[src/rtl/oc_allocator.sv]
// oc_allocator: round-robin output-channel allocator; each output is held by one VC
// from header grant until that VC's tail flit is accepted downstream.
module oc_allocator #(
  parameter int IN_N  = 5,
  parameter int OUT_M = 5,
  parameter int IN_W  = (IN_N > 1) ? $clog2(IN_N) : 1
) (
  input  logic                  clk_i,
  input  logic                  rst_ni,
  input  logic [IN_N*OUT_M-1:0] req_i,
  input  logic [IN_N-1:0]       vld_i,
  input  logic [IN_N-1:0]       tail_i,
  input  logic [OUT_M-1:0]      oc_rdy_i,
  output logic [IN_N-1:0]       grant_o,
  output logic [OUT_M*IN_W-1:0] sel_o,
  output logic [OUT_M-1:0]      sel_vld_o
);
  localparam logic [0:0] FREE = 1'b0;
  localparam logic [0:0] BUSY = 1'b1;
  logic [0:0]      st   [OUT_M];
  logic [IN_W-1:0] own  [OUT_M];
  logic [IN_W-1:0] ptr  [OUT_M];
  logic [IN_W-1:0] win  [OUT_M];
  logic [IN_N-1:0] elig [OUT_M];
  logic [OUT_M-1:0] avail [IN_N];
  logic [OUT_M-1:0] ffo   [IN_N];
  logic [OUT_M-1:0] busy, any, rel;

  function automatic logic [IN_W-1:0] nxt(input logic [IN_W-1:0] p, input int k);
    return IN_W'((int'(p) + k) % IN_N);
  endfunction

  always_comb begin
    for (int o = 0; o < OUT_M; o++) busy[o] = (st[o] == BUSY);
  end

  always_comb begin
    grant_o = '0;
    for (int o = 0; o < OUT_M; o++)
      for (int i = 0; i < IN_N; i++)
        if (busy[o] && own[o] == IN_W'(i)) grant_o[i] = 1'b1;
  end

  // a multi-hot request only competes for its lowest-indexed free output
  always_comb begin
    for (int i = 0; i < IN_N; i++) begin
      avail[i] = req_i[i*OUT_M +: OUT_M] & ~busy;
      ffo[i]   = avail[i] & (~avail[i] + 1'b1);
    end
    for (int o = 0; o < OUT_M; o++)
      for (int i = 0; i < IN_N; i++)
        elig[o][i] = ffo[i][o] & ~grant_o[i];
  end

  always_comb begin
    for (int o = 0; o < OUT_M; o++) begin
      any[o] = 1'b0;
      win[o] = ptr[o];
      for (int k = 1; k <= IN_N; k++)
        if (!any[o] && elig[o][nxt(ptr[o], k)]) begin
          any[o] = 1'b1;
          win[o] = nxt(ptr[o], k);
        end
      rel[o] = busy[o] & vld_i[own[o]] & tail_i[own[o]] & oc_rdy_i[o];
    end
  end

  always_ff @(posedge clk_i or negedge rst_ni) begin
    if (!rst_ni) begin
      for (int o = 0; o < OUT_M; o++) begin
        st[o]  <= FREE;
        own[o] <= '0;
        ptr[o] <= IN_W'(IN_N - 1);
      end
    end else begin
      for (int o = 0; o < OUT_M; o++)
        if (busy[o]) begin
          if (rel[o]) st[o] <= FREE;
        end else if (any[o]) begin
          st[o]  <= BUSY;
          own[o] <= win[o];
          ptr[o] <= win[o];
        end
    end
  end

  always_comb begin
    sel_o = '0;
    for (int o = 0; o < OUT_M; o++) sel_o[o*IN_W +: IN_W] = busy[o] ? own[o] : '0;
  end

  assign sel_vld_o = busy;
endmodule

[config.mk]
export PLATFORM = sky130hd
export DESIGN_NAME = oc_allocator
export DESIGN_NICKNAME = d
export VERILOG_FILES = /design/src/rtl/oc_allocator.sv
export SDC_FILE = /design/constraint.sdc
export NUM_CORES = 1
export LEC_CHECK = 0
export BUFFER_PORTS_ARGS = -buffer_cell sky130_fd_sc_hd__buf_2
export CORE_MARGIN = 1
export CORE_UTILIZATION = 57
export CTS_CLUSTER_DIAMETER = 50
export DETAILED_ROUTE_END_ITERATION = 12
export HOLD_SLACK_MARGIN = 0.15
export PLACE_DENSITY = 0.8
export SYNTH_ARGS = -nofsm -noshare
export SYNTH_HDL_FRONTEND = slang
export SYNTH_SLANG_ARGS = --single-unit
[constraint.sdc]
create_clock -name clk_i -period 5.2 [get_ports clk_i]
set_input_delay 0.52 -clock clk_i [delete_from_list [all_inputs] [get_ports clk_i]]
set_output_delay 0.52 -clock clk_i [all_outputs]
set_load 0.01 [all_outputs]
==> impl_metrics.env <==
export IMPL_status="complete, no violations"
export IMPL_antenna_cells_inserted=0
export IMPL_synth_seq_area_share=0.0682
export IMPL_netlist_area_mm2=0.00926
export IMPL_cts_hold_buf=0
export IMPL_worstPathArrival_ns=5.09
export IMPL_finish_net_count=1504
export IMPL_timing_fmax_mhz=205
export IMPL_timing_final_hold_violations=0
export IMPL_detail_route_vias_per_cell=6.49
export IMPL_htreeDepth=1
export IMPL_final_worst_clock_skew_ns=0.00273
export IMPL_async_reset_ff_frac=1.00
export IMPL_min_delay_path_class="in -> async"
export IMPL_die_area_mm2=0.0168
export IMPL_area_delta_synth_final_pct=8.98
export IMPL_number_of_max_slew_violations_in_the_final_report=0
export IMPL_max_slew_margin_rel=0.275
export IMPL_routed_wl_um=27300
export IMPL_core_region_area_mm2=0.0159
export IMPL_placementRows=46
export IMPL_drive_above_1_share=0.144
export IMPL_first_global_vias=9322
export IMPL_grt_start_max_net_pins=26
export IMPL_grt_overflow_total=0
export IMPL_detailedRoute_firstIterationViolations=864
export IMPL_number_of_flops_mapped_to_enable_cells_by_yosys=0
export IMPL_design_portCount=67
export IMPL_max_cap_violations=0
export IMPL_detailedRoute_firstPassIterationCount=6
export IMPL_numClockSinks=25
export IMPL_yosysUniqueCellTypes=98
export IMPL_synth_nets=1433
export IMPL_gpl_final_weighted_congestion=1.01
export IMPL_cp_max_fo=13
export IMPL_crit_path_end_kind="flop"
export IMPL_final_antenna_violating_net_count=0
export IMPL_slack_of_the_critical_path_ns=0.320
export IMPL_ys_seq_elements=25
export IMPL_final_setup_viol_count=0
export IMPL_synth_ff_type="sky130_fd_sc_hd__dfrtp_1"
export IMPL_cts_reportedPaths_clkPinSlew_ns=0.07
export IMPL_wl_per_cell_um=17.7
export IMPL_via_count=10000
export IMPL_number_of_standard_cells_after_synthesis=1254
export IMPL_grt_total_usage=0.328
export IMPL_tightestPinTransition_ns=1.08
export IMPL_criticalPathCategory="reg -> reg"
export IMPL_cts_tree="done"
export IMPL_route_detailed_drc=0
export IMPL_worst_endpoint_required_ns=5.41
export IMPL_post_route_period_util=0.938
export IMPL_die_w_um=129
export IMPL_antenna_found_initial=0
export IMPL_grt_first_pass_wirelength_um=44500
export IMPL_clk_insertion_delay_late_ns=0.27
export IMPL_numPortBuffers=66
export IMPL_setup_worst_path_start_class="flop"
export IMPL_detailedPlacementHpwl_um=21500
export IMPL_ys_warn_count=0
export IMPL_floorplan_die_height_um=129
export IMPL_tritoncts_num_buffers=3
export IMPL_starting_utilization_of_the_core_area=0.583
export IMPL_placement_setup_worst_slack_ns=0.210
export IMPL_cts_root_buf="sky130_fd_sc_hd__clkbuf_16"
export IMPL_cts_post_setup_buffers_inserted=0
export IMPL_cts_root_to_sink_buffers=2
export IMPL_final_period_minus_worst_setup_slack_ns=4.88
export IMPL_postSynthAreaPerCell_um2=7.39
-- cell type report --
cell class / instances / area, µm²
fillers: 1428 / 5790
clock buffers: 3 / 75.1
inverters: 95 / 357
well taps: 216 / 270
flip-flops and latches: 25 / 633
clock inverters: 1 / 5.00
multi-input cells: 1098 / 8150
repair buffers: 102 / 601
-- metal layers --
layer | global-route usage | part of all wire
met1 | 0.427 | 0.42
met2 | 0.556 | 0.45
met3 | 0.0367 | 0.082
met4 | 0.124 | 0.038
met5 | 0 | 0
-- worst max-delay path, cell delays in order, from the launching register on --
cell and delay, ns:
sky130_fd_sc_hd__dfstp_2 0.72, sky130_fd_sc_hd__inv_1 0.15, sky130_fd_sc_hd__ha_1 0.39, sky130_fd_sc_hd__o31ai_1 0.40, sky130_fd_sc_hd__xnor2_1 0.15, sky130_fd_sc_hd__ha_1 0.22
sky130_fd_sc_hd__fa_1 0.38, sky130_fd_sc_hd__o21ai_1 0.17, sky130_fd_sc_hd__xnor2_1 0.23, sky130_fd_sc_hd__mux4_2 0.53, sky130_fd_sc_hd__and2_1 0.21, sky130_fd_sc_hd__nor4_4 0.39
sky130_fd_sc_hd__nand2_2 0.18, sky130_fd_sc_hd__or4b_1 0.48, sky130_fd_sc_hd__and3_1 0.19
-- stage by stage --
stage           util  hold WS, ns  setup TNS [ns]  cells  cell area, µm²
2_1_floorplan      -        0.224               0   1254            9260
3_3_place_gp   0.626        0.581               0   1536            9950
3_5_place_dp   0.626        0.587               0   1536            9950
4_1_cts        0.631        0.299               0   1540           10000
5_1_grt        0.635        0.315         -0.0173   1540           10100
6_report       0.635        0.280               0   1540           10100
-- logic make-up after synthesis --
kind of cell,after synthesis,synth area share
DFF,25,0.0682
buffers and inverters,131,0.0582
adders and majority gates,137,0.188
muxes,69,0.0950
AOI/OAI and AO/OA,339,0.243
and+or+nand+nor,503,0.298
xor gates and xnor gates,50,0.0497
-- synth_stat cells (23+ instances only) --
cell | number | area share
sky130_fd_sc_hd__nand2_1 | 109 | 0.044
sky130_fd_sc_hd__ha_1 | 134 | 0.18
sky130_fd_sc_hd__a21oi_1 | 90 | 0.049
sky130_fd_sc_hd__nand3b_1 | 23 | 0.019
sky130_fd_sc_hd__mux2i_1 | 39 | 0.042
sky130_fd_sc_hd__xnor2_1 | 44 | 0.042
sky130_fd_sc_hd__inv_1 | 84 | 0.034
sky130_fd_sc_hd__nand3_1 | 41 | 0.022
sky130_fd_sc_hd__nor2b_1 | 26 | 0.018
sky130_fd_sc_hd__nor3_1 | 45 | 0.024
sky130_fd_sc_hd__nand2b_1 | 47 | 0.032
sky130_fd_sc_hd__o21ai_0 | 75 | 0.041
sky130_fd_sc_hd__nor2_1 | 77 | 0.031
sky130_fd_sc_hd__and2_1 | 24 | 0.016
-- cell usage in the layout, fill, tap and decap left out, types with 11 or more instances in the layout --
master	n
sky130_fd_sc_hd__ha_1	133
sky130_fd_sc_hd__nand2_1	109
sky130_fd_sc_hd__a21oi_1	89
sky130_fd_sc_hd__inv_1	84
sky130_fd_sc_hd__nor2_1	77
sky130_fd_sc_hd__o21ai_0	75
sky130_fd_sc_hd__buf_2	66
sky130_fd_sc_hd__nand2b_1	47
sky130_fd_sc_hd__nor3_1	44
sky130_fd_sc_hd__xnor2_1	43
sky130_fd_sc_hd__nand3_1	41
sky130_fd_sc_hd__mux2i_1	38
sky130_fd_sc_hd__buf_4	36
sky130_fd_sc_hd__nor2b_1	26
sky130_fd_sc_hd__and2_1	24
sky130_fd_sc_hd__nand3b_1	23
sky130_fd_sc_hd__o31ai_1	19
sky130_fd_sc_hd__dfrtp_1	19
sky130_fd_sc_hd__nor4_1	14
sky130_fd_sc_hd__mux2_2	14
sky130_fd_sc_hd__mux4_2	13
sky130_fd_sc_hd__and3_1	12
sky130_fd_sc_hd__a21o_1	12
sky130_fd_sc_hd__or3_1	12
sky130_fd_sc_hd__a211oi_1	11
-- path summary, 6_finish.rpt --
check / startpoint / end / slack, ns / depth (start not counted)
hold reg to reg: own[14]$_DFFE_PN0P_ / own[14]$_DFFE_PN0P_ / 0.62 / 2
min in group clk_i: oc_rdy_i[3] / sel_vld_o[3]$_DFF_PN0_ / 0.49 / 4
setup / recovery: ptr[5]$_DFFE_PN1P_ / ptr[5]$_DFFE_PN1P_ / 0.32 / 14
max in group asynchronous: rst_ni / own[0]$_DFFE_PN0P_ / 4.44 / 1
hold / removal: rst_ni / own[13]$_DFFE_PN0P_ / 0.28 / 1
setup reg to reg: ptr[5]$_DFFE_PN1P_ / ptr[5]$_DFFE_PN1P_ / 0.32 / 14
-- registers in the layout, indices dropped and copies added (netlist names) --
name       flops
own           15
sel_vld_o      5
ptr            5
-- timing repair --
action	4_1_cts	5_1_grt
endpoints found under the hold margin	0	0
gates resized for setup	0	11
endpoints found under the setup margin	0	17
Power is not shown: default switching activity piles up to over one toggle a cycle in this logic, so the estimate is an artifact.
